## config.mk

```make
export PLATFORM = sky130hd
export DESIGN_NAME = timer_unit
export DESIGN_NICKNAME = d
export VERILOG_FILES = /design/src/rtl/timer_unit_pkg.sv /design/src/rtl/timer_ms_tick.sv /design/src/rtl/timer_unit.sv
export SDC_FILE = /design/constraint.sdc
export NUM_CORES = 1
export LEC_CHECK = 0
export BUFFER_PORTS_ARGS = -buffer_cell sky130_fd_sc_hd__buf_4
export CORE_MARGIN = 5
export CORE_UTILIZATION = 55
export CTS_CLUSTER_DIAMETER = 60
export DETAILED_ROUTE_END_ITERATION = 8
export PLACE_DENSITY_LB_ADDON = 0.15
export SLEW_MARGIN = 15
export SYNTH_ARGS = -nofsm -noshare
export SYNTH_HDL_FRONTEND = slang
export SYNTH_SLANG_ARGS = --single-unit
export TNS_END_PERCENT = 10
```

## constraint.sdc

```tcl
create_clock -name clk -period 3.1 [get_ports clk]
set_input_delay 0.62 -clock clk [delete_from_list [all_inputs] [get_ports clk]]
set_output_delay 0.62 -clock clk [all_outputs]
set_load 0.005 [all_outputs]
```

## src/rtl/timer_unit_pkg.sv

```systemverilog
// Shared definitions for the millisecond timer: FSM encoding and default clock.
// Latency: n/a (constants and a helper function only).
// Backpressure: n/a.
package timer_unit_pkg;

  // Input clock frequency used when the integrator does not override it.
  localparam int DEFAULT_CLK_FREQ_HZ = 27000000;

  // FSM encoding; IDLE must stay zero so a cleared register means idle.
  typedef enum logic [1:0] {
    ST_IDLE    = 2'd0,
    ST_RUN     = 2'd1,
    ST_EXPIRED = 2'd2
  } timer_state_e;

  // Clock cycles in one millisecond, never less than one so the prescaler
  // always has a legal wrap point.
  function automatic int cycles_per_ms(input int clk_hz);
    return ((clk_hz / 1000) < 1) ? 1 : (clk_hz / 1000);
  endfunction

endpackage

```

## src/rtl/timer_ms_tick.sv

```systemverilog
// Millisecond prescaler: counts 0..CYCLES_PER_MS-1 while enabled, pulses ms_tick on wrap.
// Latency: ms_tick is combinational from the counter; first tick CYCLES_PER_MS cycles after clear.
// Backpressure: none; clear has priority over enable.
module timer_ms_tick
  import timer_unit_pkg::*;
#(
  parameter int CYCLES_PER_MS = cycles_per_ms(DEFAULT_CLK_FREQ_HZ)
) (
  input  logic clk,
  input  logic rst,
  input  logic clear,
  input  logic enable,
  output logic ms_tick
);

  localparam int CNT_W = (CYCLES_PER_MS > 1) ? $clog2(CYCLES_PER_MS) : 1;
  localparam logic [CNT_W-1:0] CNT_LAST = CNT_W'(CYCLES_PER_MS - 1);

  logic [CNT_W-1:0] cnt_q;
  logic [CNT_W-1:0] cnt_d;

  // A clear in the same cycle suppresses the tick so a restart never
  // inherits a pending millisecond from the previous count.
  assign ms_tick = enable & ~clear & (cnt_q == CNT_LAST);

  // Next count: clear, wrap at the last cycle of the millisecond, or hold.
  always_comb begin
    cnt_d = cnt_q;
    if (clear) begin
      cnt_d = '0;
    end else if (enable) begin
      cnt_d = (cnt_q == CNT_LAST) ? '0 : cnt_q + 1'b1;
    end
  end

  // Counter register with synchronous reset.
  always_ff @(posedge clk) begin
    if (rst) begin
      cnt_q <= '0;
    end else begin
      cnt_q <= cnt_d;
    end
  end

endmodule

```

## src/rtl/timer_unit.sv

```systemverilog
// Millisecond countdown timer: start rising edge loads time_ms, done/irq on expiry, busy while counting.
// Latency: done rises time_ms*CYCLES_PER_MS edges after the start edge (one edge for time_ms=0).
// Backpressure: none; start low aborts a run. Optional TIMER_AUTO_RELOAD_EN enables periodic reload.
module timer_unit
  import timer_unit_pkg::*;
#(
  parameter int CLK_FREQ_HZ = DEFAULT_CLK_FREQ_HZ
) (
  input  logic        clk,
  input  logic        rst,
  input  logic [15:0] time_ms,
  input  logic        start,
  input  logic        interrupt_enable,
  output logic        done,
  output logic        irq,
  output logic        busy
);

  localparam int CYCLES_PER_MS = cycles_per_ms(CLK_FREQ_HZ);

  timer_state_e state_q;
  timer_state_e state_d;
  logic         start_q;
  logic [15:0]  remaining_q;
  logic [15:0]  remaining_d;
  logic         done_q;
  logic         done_d;
  logic         irq_q;
  logic         irq_d;

  logic         start_rise;
  logic         ms_tick;
  logic         presc_clear;
  logic         presc_en;

  assign start_rise  = start & ~start_q;
  assign presc_en    = (state_q == ST_RUN);
  // Restart or any non-running state keeps the prescaler at zero so each
  // count begins on a full millisecond.
  assign presc_clear = start_rise | (state_q != ST_RUN);

  timer_ms_tick #(
    .CYCLES_PER_MS(CYCLES_PER_MS)
  ) u_ms_tick (
    .clk    (clk),
    .rst    (rst),
    .clear  (presc_clear),
    .enable (presc_en),
    .ms_tick(ms_tick)
  );

  // Next-state logic: a start edge wins over everything, then abort, then ticks.
  always_comb begin
    state_d     = state_q;
    remaining_d = remaining_q;
    done_d      = done_q;
    irq_d       = 1'b0;

    if (start_rise) begin
      // time_ms is captured only here; later changes do not affect the count.
      remaining_d = time_ms;
      done_d      = 1'b0;
      state_d     = (time_ms == 16'd0) ? ST_EXPIRED : ST_RUN;
    end else begin
      case (state_q)
        ST_IDLE: begin
          state_d = ST_IDLE;
        end

        ST_RUN: begin
          if (!start) begin
            // Abort: drop the count silently.
            state_d = ST_IDLE;
          end else if (ms_tick) begin
            if (remaining_q > 16'd1) begin
              remaining_d = remaining_q - 16'd1;
            end else begin
              done_d = 1'b1;
              irq_d  = interrupt_enable;
`ifdef TIMER_AUTO_RELOAD_EN
              // Periodic mode: take a fresh period from the current time_ms.
              remaining_d = time_ms;
              state_d     = (time_ms == 16'd0) ? ST_EXPIRED : ST_RUN;
`else
              remaining_d = 16'd0;
              state_d     = ST_EXPIRED;
`endif
            end
          end
        end

        ST_EXPIRED: begin
          // A zero-length count lands here with done still clear; raise it
          // one edge after the start edge.
          if (!done_q) begin
            done_d = 1'b1;
            irq_d  = interrupt_enable;
          end
          if (!start) begin
            state_d = ST_IDLE;
          end
        end

        default: begin
          state_d = ST_IDLE;
        end
      endcase
    end
  end

  // State and output registers; reset overrides a simultaneous start edge.
  always_ff @(posedge clk) begin
    if (rst) begin
      state_q     <= ST_IDLE;
      start_q     <= 1'b0;
      remaining_q <= 16'd0;
      done_q      <= 1'b0;
      irq_q       <= 1'b0;
    end else begin
      state_q     <= state_d;
      start_q     <= start;
      remaining_q <= remaining_d;
      done_q      <= done_d;
      irq_q       <= irq_d;
    end
  end

  assign done = done_q;
  assign irq  = irq_q;
  assign busy = (state_q == ST_RUN);

endmodule

```

==> out/qor.log <==
[run_status] result of the run completed
[final_layout] total non-filler cell area in the finished layout 2338 um^2
[critical_path] CP Launch Type register
[power] switching share of power 28.28%
[final_layout] number of nets in the finished design 304
[detailed_routing] DRC Markers 0
[critical_path] minimum setup slack among reg-to-reg paths 710 ps
[synthesis] mux share of post-synthesis cell area 0.4816%
[die] number of core rows 22
[final_layout] final core utilization 63.88%
[synthesis] Net Count, Synth 286
[die] Boundary Pins 23
[detailed_routing] router iterations before antenna repair 4
[job] max-cap viol count 0
[sta] min Tclk post-route 2391 ps
[synthesis] number of enable flip-flop cells after synthesis 0
[power] Int Power 704.5 uW
[place] final RePlAce weighted congestion 0.8760
[global_routing] overall fraction of global-route tracks in use 20.13%
[critical_path] crit-path max FO 8
[sta] Total Negative Setup Slacks 0 ps
[detailed_routing] via count normalized by instance count 6.024
[synthesis] Simple-Gate Fraction of Synth Area 33.23%
[global_routing] wire length of the first global-routing pass 8280 um
[sta] slew at the pin closest to its max-slew limit 736.0 ps
[cts] H-tree levels 2
[critical_path] Setup Crit Path Kind reg2reg
[power] power density over the cells 420.0 nW/um^2
[final_layout] most frequent cells in the layout sky130_fd_sc_hd__dfxtp_1, sky130_fd_sc_hd__nand2_1, sky130_fd_sc_hd__nor2_1
[detailed_routing] wirelength, routed 5032 um
[power] Leakage 0.0008448 uW
[critical_path] Worst R2R Start remaining_q[0]$_SDFFE_PP0P_
[critical_path] capturing instance or port of the critical path remaining_q[14]$_SDFFE_PP0P_
[place] sum of net half-perimeters after detailed placement 3636 um
[synthesis] Seq cells post-synth 36
[die] Initial Util 56.77%
[power] share of total power in sequential cells 51.0%
[sta] Worst Hold Slack 463.2 ps
[synthesis] count of cell types in the netlist 50
[detailed_routing] Post-DRT Antenna Nets 0
[power] worst supply voltage drop on vdd 0.3079 mV
[cts] cells resized by post-CTS repair 0
[sta] final max-slew violation count 0
[final_layout] commonest non-fill, non-tap cell in the layout sky130_fd_sc_hd__dfxtp_1
[critical_path] Data arrival, critical path 2630 ps
[cts] buffer depth of the longest clock path 2
[critical_path] first element of the critical path remaining_q[0]$_SDFFE_PP0P_
[cts] CTS buffer count 5
[cts] CTS sink cnt 36
[synthesis] gate count of the mapped netlist 261
[power] Switching Power 277.8 uW
[die] horizontal die dimension 71.47 um
[global_routing] Remaining Overflow, GRT 0
[final_layout] Area Growth Syn to Fin 12.52%
[synthesis] Top FF cell, synth sky130_fd_sc_hd__dfxtp_1
[sta] max_slew headroom 50.84%
[cts] clock transition at the registers of the reported paths 70 ps
[synthesis] count of yosys warnings during synthesis 0
[synthesis] Mapped Avg Cell Area 7.963 um^2
[critical_path] Worst Reg-to-Reg Cells 7
[die] die extent in y 71.47 um
[cts] number of setup buffers added after CTS 0
[place] placed standard-cell area 2261 um^2
[sta] highest clock rate 418.2 MHz
[final_layout] number of filler instances in the final layout 344
[cts] clock insertion delay at the later pin of the skew report 290 ps
[synthesis] share of the yosys chip area belonging to registers 34.68%
[power] power share of the clock group 31.3%
[global_routing] vias in the first global route 1756
[synthesis] share of the synthesized netlist area taken by xor and xnor gates 5.900%
[final_layout] fraction of final layout cells with drive strength greater than 1 11.83%
[detailed_routing] Via Count 1970
[cts] Hold-fix buffers, CTS 0
[sta] unrepaired setup endpoints after global routing no
[die] area inside the core boundary 3661 um^2
[hold_path] Hold Path Class reg2reg
[cts] clock tree from TritonCTS yes
[power] combinational fraction of design power 17.7%
[cts] CTS root buffer sky130_fd_sc_hd__clkbuf_8
[global_routing] antenna violations before repair 0
[synthesis] Synth Cell Area 2078 um^2
[synthesis] dominant combinational cell family by area after synthesis simple AND/OR/NAND/NOR gates
[critical_path] required time of the critical path 3340 ps
[place] number of buffer cells added on primary ports 22
[sta] number of hold-slack violations in the final timing report 0
[critical_path] element type at the critical path end register
[sta] post-route clock period utilization 77.14%
[synthesis] fraction of registers with async set or reset after synthesis 0%
[detailed_routing] number of violations reported at the end of detailed-routing iteration 0 182
[die] area of the die 5108 um^2
[critical_path] reg-to-reg critical path endpoint remaining_q[14]$_SDFFE_PP0P_
[sta] setup-violating endpoint count in the final report 0
[synthesis] adder-cell share of the synthesized area 3.010%
[synthesis] compound-gate portion of the synthesized area 18.48%
[detailed_routing] routed wire length per instance 15.39 um
[sta] final clock skew 6.591 ps
[final_layout] number of diodes 0
[global_routing] maximum number of pins on one net before global-route repair 23
synth_stat cells, types with 2 or more instances:
cell,instances,area (um^2)
sky130_fd_sc_hd__or2_1,2,12.51
sky130_fd_sc_hd__nor4_1,10,62.56
sky130_fd_sc_hd__or4_1,4,30.03
sky130_fd_sc_hd__xor2_1,12,105.1
sky130_fd_sc_hd__nor2b_1,2,12.51
sky130_fd_sc_hd__and2_1,3,18.77
sky130_fd_sc_hd__nor2_1,26,97.59
sky130_fd_sc_hd__a2bb2oi_1,3,26.28
sky130_fd_sc_hd__a21boi_1,3,22.52
sky130_fd_sc_hd__nand2_1,28,105.1
sky130_fd_sc_hd__o21ai_0,8,40.04
sky130_fd_sc_hd__inv_1,8,30.03
sky130_fd_sc_hd__nor3_1,4,20.02
sky130_fd_sc_hd__o211ai_1,2,15.01
sky130_fd_sc_hd__xnor2_1,2,17.52
sky130_fd_sc_hd__o31ai_1,3,22.52
sky130_fd_sc_hd__a31oi_1,7,43.79
sky130_fd_sc_hd__a32oi_1,3,26.28
sky130_fd_sc_hd__and4b_1,2,20.02
sky130_fd_sc_hd__nand3_1,7,35.03
sky130_fd_sc_hd__nor4bb_1,2,20.02
sky130_fd_sc_hd__ha_1,5,62.56
sky130_fd_sc_hd__and3_1,6,37.54
sky130_fd_sc_hd__nand4_1,10,62.56
sky130_fd_sc_hd__a22oi_1,2,15.01
sky130_fd_sc_hd__or4b_1,2,20.02
sky130_fd_sc_hd__clkbuf_1,11,41.29
sky130_fd_sc_hd__nand2b_1,4,25.02
sky130_fd_sc_hd__and4_1,2,17.52
sky130_fd_sc_hd__nand3b_1,5,37.54
sky130_fd_sc_hd__a21oi_1,15,75.07
sky130_fd_sc_hd__dfxtp_1,36,720.7
sky130_fd_sc_hd__or3_1,3,18.77
sky130_fd_sc_hd__nor3b_1,3,22.52
cells by family (layout without fill, tap and decap cells):
group	Yosys count	after routing
mux	1	1
flops	36	36
compound gates	57	57
simple gates	127	127
fa+ha+maj	5	5
xor+xnor	14	14
buf+inv	21	39
power groups by stage:
stage	Sequential [uW]	Clock [uW]	Combinational [uW]
3_3_place_gp	510	0	170
2_1_floorplan	502	0	126
6_report	501	307	174
3_5_place_dp	510	0	171
5_1_grt	502	334	192
4_1_cts	499	317	172
worst min path at each step:
stage | depth (start not counted) | from | end
CTS | 1 | u_ms_tick.cnt_q[0]$_SDFFE_PP0P_ | u_ms_tick.cnt_q[0]$_SDFFE_PP0P_
global placement | 1 | u_ms_tick.cnt_q[0]$_SDFFE_PP0P_ | u_ms_tick.cnt_q[0]$_SDFFE_PP0P_
detailed placement | 1 | u_ms_tick.cnt_q[0]$_SDFFE_PP0P_ | u_ms_tick.cnt_q[0]$_SDFFE_PP0P_
global route | 1 | u_ms_tick.cnt_q[0]$_SDFFE_PP0P_ | u_ms_tick.cnt_q[0]$_SDFFE_PP0P_
finish | 1 | u_ms_tick.cnt_q[0]$_SDFFE_PP0P_ | u_ms_tick.cnt_q[0]$_SDFFE_PP0P_
floorplan | 1 | u_ms_tick.cnt_q[0]$_SDFFE_PP0P_ | u_ms_tick.cnt_q[0]$_SDFFE_PP0P_
cell type report:
cell class,count,area (um^2),share of cell area [%]
timing repair buffer,24,180.2,7.705
sequential,36,720.7,30.82
clock buffer,6,72.57,3.103
clock inverter,1,5.005,0.2140
multi-input combinational,204,1270,54.31
tap,48,60.06,2.568
inverter,8,30.03,1.284
flip-flops by register name, summed over array words and instances (netlist names):
name             count
remaining_q         16
irq                  1
state_q              2
done                 1
start_q              1
u_ms_tick.cnt_q     15
metal layers:
layer / wire length [um] / up-vias / track usage, %
li1: - / 1001 / -
met1: 2315 / 898 / 26.50
met2: 2336 / 61 / 31.43
met3: 278 / 10 / 4.348
met4: 102 / 0 / 9.186
met5: 0 / - / 0
critical path: stages, from the launching register on:
cell and delay, ps:
sky130_fd_sc_hd__dfxtp_1 360, sky130_fd_sc_hd__inv_1 80, sky130_fd_sc_hd__ha_1 250, sky130_fd_sc_hd__or4b_1 600, sky130_fd_sc_hd__or3_1 370, sky130_fd_sc_hd__or4_1 400
sky130_fd_sc_hd__a21boi_1 160, sky130_fd_sc_hd__o21ba_1 130
metrics by stage:
step | setup WS, ps | power [uW] | cells
after floorplan | 896.3 | 627.3 | 261
after global placement | 812.6 | 679.3 | 320
after detailed placement | 746.2 | 680.4 | 320
after CTS | 726.8 | 987.7 | 327
after global routing | 619.4 | 1028 | 327
final | 708.6 | 982.2 | 327
Note: power is estimated with default switching activity, not from simulation.
